`src/rtl/ddr2_init_seq.sv`:
```
// DDR2 power-up initialization sequencer: walks the JEDEC init command list on the
// shared CA bus, then parks on NOP with init_done set.
`ifndef DDR_BA_WIDTH
`define DDR_BA_WIDTH 3
`endif
`ifndef DDR_ADDR_WIDTH
`define DDR_ADDR_WIDTH 14
`endif
`ifndef CAS_LATENCY
`define CAS_LATENCY 5
`endif

module ddr2_init_seq #(
  parameter int BA_WIDTH   = `DDR_BA_WIDTH,
  parameter int ADDR_WIDTH = `DDR_ADDR_WIDTH,
  parameter int CL         = `CAS_LATENCY,
  parameter int T_PWRUP    = 200,
  parameter int T_CKE      = 40,
  parameter int T_RP       = 4,
  parameter int T_MRD      = 2,
  parameter int T_RFC      = 26,
  parameter int T_DLLK     = 200,
  parameter logic [ADDR_WIDTH-1:0] EMR1_BASE = 'h400
) (
  input  logic                  clk,
  input  logic                  rst,
  output logic                  cke,
  output logic                  cs_n,
  output logic                  ras_n,
  output logic                  cas_n,
  output logic                  we_n,
  output logic [BA_WIDTH-1:0]   ba,
  output logic [ADDR_WIDTH-1:0] addr,
  output logic                  odt,
  output logic                  init_done,
  output logic                  busy
);

  function automatic int max_slot();
    int m;
    m = 1;
    if (T_PWRUP > m) m = T_PWRUP;
    if (T_CKE > m)   m = T_CKE;
    if (T_RP > m)    m = T_RP;
    if (T_MRD > m)   m = T_MRD;
    if (T_RFC > m)   m = T_RFC;
    if (T_DLLK > m)  m = T_DLLK;
    return m;
  endfunction

  localparam int CNT_W = $clog2(max_slot() + 1);

  // MR: BL4, sequential burst, CAS latency CL, write recovery 6 (encoded as 5)
  localparam logic [ADDR_WIDTH-1:0] MR_VAL  = ADDR_WIDTH'((5 << 9) | ((CL & 7) << 4) | 2);
  localparam logic [ADDR_WIDTH-1:0] A10     = ADDR_WIDTH'(1 << 10);
  localparam logic [ADDR_WIDTH-1:0] DLL_RST = ADDR_WIDTH'('h100);
  localparam logic [ADDR_WIDTH-1:0] OCD_DEF = ADDR_WIDTH'('h380);

  localparam logic [3:0] CMD_NOP = 4'b0111;
  localparam logic [3:0] CMD_DES = 4'b1111;
  localparam logic [3:0] CMD_PRE = 4'b0010;
  localparam logic [3:0] CMD_REF = 4'b0001;
  localparam logic [3:0] CMD_MRS = 4'b0000;

  // S_RESET is the held-in-reset state; the first edge after release enters S_PWRUP
  localparam logic [3:0] S_RESET      = 4'd0;
  localparam logic [3:0] S_PWRUP      = 4'd1;
  localparam logic [3:0] S_CKE        = 4'd2;
  localparam logic [3:0] S_PRE1       = 4'd3;
  localparam logic [3:0] S_EMRS2      = 4'd4;
  localparam logic [3:0] S_EMRS3      = 4'd5;
  localparam logic [3:0] S_EMRS1      = 4'd6;
  localparam logic [3:0] S_MRS_DLL    = 4'd7;
  localparam logic [3:0] S_PRE2       = 4'd8;
  localparam logic [3:0] S_REF1       = 4'd9;
  localparam logic [3:0] S_REF2       = 4'd10;
  localparam logic [3:0] S_MRS        = 4'd11;
  localparam logic [3:0] S_EMRS1_OCD  = 4'd12;
  localparam logic [3:0] S_EMRS1_EXIT = 4'd13;
  localparam logic [3:0] S_DLLK       = 4'd14;
  localparam logic [3:0] S_DONE       = 4'd15;

  function automatic logic [CNT_W-1:0] slot_last(input int cycles);
    return (cycles < 1) ? '0 : CNT_W'(cycles - 1);
  endfunction

  logic [3:0]            state, nxt_state;
  logic [CNT_W-1:0]      cnt, nxt_cnt;
  logic                  issue;
  logic                  cke_d, odt_d, done_d, busy_d;
  logic [3:0]            cmd_d;
  logic [BA_WIDTH-1:0]   ba_d;
  logic [ADDR_WIDTH-1:0] addr_d;

  // Sequencing: the counter holds the remaining cycles of the current slot; at zero
  // the next state is entered and the counter reloaded with that slot's length.
  always_comb begin
    nxt_state = state;
    nxt_cnt   = cnt;
    issue     = 1'b0;
    if (state != S_DONE) begin
      if (cnt != '0) begin
        nxt_cnt = cnt - 1'b1;
      end else begin
        nxt_state = state + 4'd1;
        issue     = 1'b1;
        case (nxt_state)
          S_PWRUP:                nxt_cnt = slot_last(T_PWRUP);
          S_CKE:                  nxt_cnt = slot_last(T_CKE);
          S_PRE1, S_PRE2:         nxt_cnt = slot_last(T_RP);
          S_REF1, S_REF2:         nxt_cnt = slot_last(T_RFC);
          S_DLLK:                 nxt_cnt = slot_last(T_DLLK);
          S_DONE:                 nxt_cnt = '0;
          default:                nxt_cnt = slot_last(T_MRD);
        endcase
      end
    end
  end

  // Bus contents for the cycle being entered; commands only on a slot's first cycle
  always_comb begin
    cke_d  = 1'b1;
    cmd_d  = CMD_NOP;
    ba_d   = '0;
    addr_d = '0;
    odt_d  = 1'b0;
    done_d = 1'b0;
    busy_d = 1'b1;
    case (nxt_state)
      S_RESET, S_PWRUP: begin
        cke_d = 1'b0;
        cmd_d = CMD_DES;
      end
      S_DONE: begin
        done_d = 1'b1;
        busy_d = 1'b0;
      end
      default: begin
        if (issue) begin
          case (nxt_state)
            S_PRE1, S_PRE2: begin
              cmd_d  = CMD_PRE;
              addr_d = A10;
            end
            S_REF1, S_REF2: cmd_d = CMD_REF;
            S_EMRS2: begin
              cmd_d = CMD_MRS;
              ba_d  = BA_WIDTH'(2);
            end
            S_EMRS3: begin
              cmd_d = CMD_MRS;
              ba_d  = BA_WIDTH'(3);
            end
            S_EMRS1, S_EMRS1_EXIT: begin
              cmd_d  = CMD_MRS;
              ba_d   = BA_WIDTH'(1);
              addr_d = EMR1_BASE;
            end
            S_EMRS1_OCD: begin
              cmd_d  = CMD_MRS;
              ba_d   = BA_WIDTH'(1);
              addr_d = EMR1_BASE | OCD_DEF;
            end
            S_MRS_DLL: begin
              cmd_d  = CMD_MRS;
              addr_d = MR_VAL | DLL_RST;
            end
            S_MRS: begin
              cmd_d  = CMD_MRS;
              addr_d = MR_VAL;
            end
            default: cmd_d = CMD_NOP;
          endcase
        end
      end
    endcase
  end

  always_ff @(posedge clk or posedge rst) begin
    if (rst) begin
      state     <= S_RESET;
      cnt       <= '0;
      cke       <= 1'b0;
      cs_n      <= 1'b1;
      ras_n     <= 1'b1;
      cas_n     <= 1'b1;
      we_n      <= 1'b1;
      ba        <= '0;
      addr      <= '0;
      odt       <= 1'b0;
      init_done <= 1'b0;
      busy      <= 1'b1;
    end else begin
      state     <= nxt_state;
      cnt       <= nxt_cnt;
      cke       <= cke_d;
      {cs_n, ras_n, cas_n, we_n} <= cmd_d;
      ba        <= ba_d;
      addr      <= addr_d;
      odt       <= odt_d;
      init_done <= done_d;
      busy      <= busy_d;
    end
  end

endmodule

```
`config.mk`:
```
export PLATFORM = sky130hd
export DESIGN_NAME = ddr2_init_seq
export DESIGN_NICKNAME = d
export VERILOG_FILES = /design/src/rtl/ddr2_init_seq.sv
export SDC_FILE = /design/constraint.sdc
export NUM_CORES = 1
export LEC_CHECK = 0
export ABC_AREA = 1
export BUFFER_PORTS_ARGS = -buffer_cell sky130_fd_sc_hd__buf_4
export CORE_MARGIN = 1
export CORE_UTILIZATION = 55
export DETAILED_ROUTE_END_ITERATION = 8
export GPL_ROUTABILITY_DRIVEN = 0
export HOLD_SLACK_MARGIN = 0.1
export MAX_ROUTING_LAYER = met4
export PLACE_DENSITY = 0.84
export SLEW_MARGIN = 20
export SYNTH_ARGS = -nofsm -noshare
export SYNTH_HDL_FRONTEND = slang
export SYNTH_SLANG_ARGS = --single-unit
```
`constraint.sdc`:
```
create_clock -name clk -period 1.9 [get_ports clk]
set_input_delay 0.38 -clock clk [delete_from_list [all_inputs] [get_ports clk]]
set_output_delay 0.38 -clock clk [all_outputs]
set_load 0.1 [all_outputs]
```
-- After elaboration in Yosys (flattened, before gate mapping)
Memory sizes are Yosys's and may differ from the RTL's.
Cells that the tools add are included.
- register bits after elaboration: 36
- memory bits (read-only): 128
- bits of input ports: 2
- word-level logic and storage cells: 54
- memories kept: 1
- add/subtract/negate cells: 2
- eq/ne operators: 14
- muxes and demuxes: 17
- reductions and logical operators: 9
- memories (memory ; words ; bits a word ; rd ports ; clocked after Yosys merged registers in ; write ports ; line ; text):
    (no name shown) ; 16 ; 8 ; 1 ; 0 ; 0 ; 107 ; case (nxt_state)
- operators by type and width (kind ; number):
    one-hot mux 12 bit (4 select lines) ; 1
    == test 4 bit, second input constant ; 7
    two-way mux 12 bit ; 2
    == test 4 x 3 -> 1 bit, second input constant ; 4
    one-hot mux 3 bit (3 select lines) ; 1
    two-way mux 4 bit ; 2
    two-way mux 8 bit ; 1
    one-hot mux 4 bit (2 select lines) ; 1
    nonzero test 8 bit ; 1
    subtractor 8 x 1 -> 8 bit, second input constant ; 1
    OR reduction 7 bit ; 1
    one-hot mux 2 bit (3 select lines) ; 1
    OR reduction 2 bit ; 3
    OR reduction 3 bit ; 2
    two-way mux 1 bit ; 5
    adder 4 x 1 -> 4 bit, second input constant ; 1
    == test 4 x 1 -> 1 bit, second input constant ; 1
    == test 4 x 2 -> 1 bit, second input constant ; 1
    zero test 4 bit ; 1
    two-way mux 2 bit ; 2
    inequality test 4 bit, second input constant ; 1
    OR reduction 4 bit ; 1
    two-way mux 3 bit ; 1

-- Depth between registers and ports, before layout
- depth after elaboration: 8
- mapped depth: 13
- mapped depth without buffers: 13

-- Least setup slack after synthesis
No wires, ideal clock.
- kind: flip-flop to flip-flop
- start: reg state[0]
- end: reg cas_n
- arrival: 1.669 ns
- data required time: 1.818 ns
- setup slack: 0.149 ns
- stages on the path, launching flop included: 12
- path buffers: 1
- clock period less this slack: 1.751 ns
- cells stage by stage: dfrtp_1 ha_1 nand2_1 inv_2 nand2_2 buf_4 inv_2 nor2_1 nand2_2 nor2_2 nor2_1 or2_1
- longest elaborated chain between the ends: 8
- RTL lines (what ; line ; text):
    start, declared ; 87 ; logic [3:0] state, nxt_state;
    start signal, assigned ; 194 ; state <= nxt_state;
    adder 4 x 1 -> 4 bit ; 105 ; nxt_state = state + 4'd1;
    two-way mux 4 bit ; 102 ; if (cnt != '0) begin
    two-way mux 4 bit ; 101 ; if (state != S_DONE) begin
    == test 4 bit, or another cell as far along ; 140 ; case (nxt_state)
    OR reduction 7 bit (no source line), or another cell as far along ; -- ;
    one-hot mux 3 bit (3 select lines) ; 140 ;
    two-way mux 3 bit ; 139 ; if (issue) begin
    one-hot mux 4 bit (2 select lines) * ; 129 ; case (nxt_state)
    via cmd_d[1] ; 91 ; logic [3:0] cmd_d;
    end signal, assigned ; 197 ; {cs_n, ras_n, cas_n, we_n} <= cmd_d;
    end, declared ; 30 ; output logic cas_n,
Mark *: on every way through the listed nets, which the timed path passes. The rest lies on a longest branch.
A chain may end at the register's enable or synchronous reset.

-- Worst setup path after layout
- start: reg cnt[1]
- end: reg cas_n
- longest elaborated chain between the ends: 8
- RTL lines (what ; line ; text):
    start, declared ; 88 ; logic [CNT_W-1:0] cnt, nxt_cnt;
    start signal, assigned ; 195 ; cnt <= nxt_cnt;
    nonzero test 8 bit * ; 102 ;
    two-way mux 4 bit * ; 102 ;
    two-way mux 4 bit * ; 101 ;
    via nxt_state[2] ; 87 ;
    == test 4 bit, or another cell as far along ; 140 ;
    OR reduction 7 bit (no source line), or another cell as far along ; -- ;
    one-hot mux 3 bit (3 select lines) ; 140 ;
    two-way mux 3 bit ; 139 ;
    one-hot mux 4 bit (2 select lines) * ; 129 ;
    via cmd_d[1] ; 91 ;
Marked as above.

==> impl_results.md <==
- Via density: 5.39
- Setup crit end kind: register
- FF-to-FF Start: cnt[1]
- Final Critical Period: 1.84 ns
- Largest stage delay, worst path: 0.41 ns
- Clock buffer depth: 2
- Maxcap violations: 0
- # diodes: 0
- Detailed router's first-iteration violation count: 36
- Drt pass-1 iters: 4
- Outcome: finished, final reports clean
- Worst-Skew Late Latency: 0.33 ns
- Worst hold path class: register to register
- RSZ-0062 raised after global routing: true
- Final Skew: 0.0232 ns
- Final setup fails: 0
- Dpl ws: -0.0451 ns
- Total track usage: 0.264
- Nets@finish: 221
- Grt ovf: 0
- Clk pwr share: 0.376
- Die H: 55.0 µm
- Ys flop type: dfrtp_1
- Starting Density: 0.601
- # DRC: 0
- IO Count: 27
- Row count: 18
- Start point of the critical path: cnt[1]
- Yosys top cell by area: dfrtp_1
- Sequential area share after synthesis: 0.426
- WL final: 3.54 mm
- Fin worst setup slack: 0.0641 ns
- Commonest non-fill, non-tap cell in the layout: nand2_1
- Root buffer cell: clkbuf_4
- Sink Count: 26
- Core Box Area: 2570 µm²
- Critical-path maximum fanout: 6
- Antenna violations before repair: 0
- CP Data Required Time: 2.18 ns
- F_max: 545 MHz
- Sequential share of power: 0.543
- Synth Cell Area: 1540 µm²
- Most used cell, CP: nand2_2
- Asr flop ratio synth: 1.00
- CP cell instances: inv_2 > ha_4 > nand2_2 > nor2_4 > nand2_1 > nand3_2 > nor2_1 > nand2_2 > nand3_4 > or2_1
- Top cells by area, synth: dfrtp_1, dfstp_2, nand2_1, buf_4, inv_1
- Largest net degree at the start of global routing: 27
- Max rail drop VDD: 0.689 mV
- Most frequent cells in the layout: nand2_1, buf_4, dfrtp_1
- Yosys cell types: 30
- Share of post-route cells with drive strength above 1: 0.354
- Final antenna-violating net count: 0
- Final hold violations: 0
- Inst Count DP: 235
- HPWL after detailed placement: 2.52 mm
- Area Growth Syn to Fin: 18.4%
- Synth Register Bits: 26
- CTS buffer count: 3
- CTS clk-pin slew, worst paths: 0.16 ns
- Post-synth EDFFs: 0
- Part of the cycle the worst path needs: 0.966
- Worst R2R End: cas_n
- Setup CP Type: register to register
- Leakage: 0.978 nW
- Sw Ratio: 0.245
- CTS tree: done
- Pwr per Cell Area: 559 nW/µm²
- # port buffers: 18
- First-pass GRT wire length: 5.42 mm
- Combinational group share of total power: 0.082
- Drt wl/cell: 14.6 µm
- Worst Setup EP: cas_n
- Worst path slowest cell: dfrtp_1
- Syn_area_per_cell: 8.34 µm²
- Number of global-route vias before repair: 1,191
- H-tree Lvls: 1
- Post-synth top area share: 0.341
- Die area: 3020 µm²
- R2r setup slk: 0.06 ns
- Fillcell total: 184
- DR vias: 1,305
- Cell Int Power: 0.772 mW
- Setup_tns: 0 ns
- Switch Pwr: 0.250 mW
- Synthesis Warnings: 0
- Kind of start point of the critical path: register
- Cell depth of the worst flop-to-flop path: 10
- Utilization after layout: 0.712
- Synthesized instance count: 185
- Fin. max-slew vios: 0
- Die width: 55.0 µm
- Critical path arrival: 2.12 ns
- Post-Layout Cell Count: 242
## synth_stat cells, drive strengths merged, types with 2 or more instances
cell / count
nand2: 45
inv: 27
nor2: 22
dfrtp: 21
buf: 13
o21ai: 13
a21oi: 10
nand3: 9
ha: 6
dfstp: 5
a31oi: 2
nand4: 2
nor3: 2
o31ai: 2
## area by class of cell
type,count,area [µm²],share of cell area
multi-input combinational,126,754,0.413
timing repair buffer,29,224,0.123
clock inverter,1,30.0,0.0164
clock buffer,3,22.5,0.0123
sequential,26,657,0.360
inverter,27,101,0.0555
tap,30,37.5,0.0205
## per-stage QoR
step	cell area (µm²)	hold slack (ns)	total power [mW]
after detailed placement	1700	0.458	0.646
final	1830	0.584	1.02
after CTS	1780	0.588	1.02
after global placement	1700	0.455	0.646
after floorplan	1570	0.416	0.653
after global routing	1830	0.638	1.05
## power groups by stage
| stage | clock (mW) | sequential, mW | combinational (mW) |
|---|---|---|---|
| 2_1_floorplan | 0 | 0.564 | 0.0893 |
| 3_3_place_gp | 0 | 0.564 | 0.0820 |
| 3_5_place_dp | 0 | 0.564 | 0.0825 |
| 4_1_cts | 0.382 | 0.554 | 0.0841 |
| 5_1_grt | 0.407 | 0.554 | 0.0869 |
| 6_report | 0.384 | 0.554 | 0.0835 |
## registers in the layout (all words and copies together) (netlist names)
register / cells
busy: 1
addr: 5
cas_n: 1
we_n: 1
cnt: 8
cs_n: 1
ras_n: 1
state: 4
cke: 1
init_done: 1
ba: 2
## cells by family after synthesis
logic type	share of synthesized area
adders and majority gates	0.0487
other	0.00243
xor gates and xnor gates	0.00568
buffers and inverters	0.131
DFF	0.426
AOI/OAI and AO/OA	0.109
and+or+nand+nor	0.277
## what timing repair did
action / in CTS / in global routing
endpoints found under the setup margin: 4 / 11
hold buffers: 1 / 0
pin swaps: 2 / 5
resized for setup: 3 / 14
hold endpoints to repair: 11 / 0
buffers inserted: 1 / 1
## worst max-delay path: cells and delay by family (launching register included)
kind                     cells  cell delay (ns)
AND/OR/NAND/NOR              8             1.14
flip-flops                   1             0.41
adder cells (fa/ha/maj)      1             0.16
buffers and inverters        1             0.10
## per-layer routing
layer  vias up  global-route usage  wire length, µm
met3         6              0.0328              222
met2        60               0.428             1720
met4         0              0.0625               40
li1        622                   -                -
met5         -                   -                0
met1       617               0.356             1560
## worst min path at each step
stage	start	to	depth (start not counted)
after floorplan	rst	addr[10]	1
after global placement	rst	addr[7]	3
after detailed placement	rst	cke	3
after CTS	cnt[2]	cnt[2]	2
after global routing	cnt[0]	cnt[0]	2
final	cnt[2]	cnt[2]	2
(Power assumes the default switching activity.)
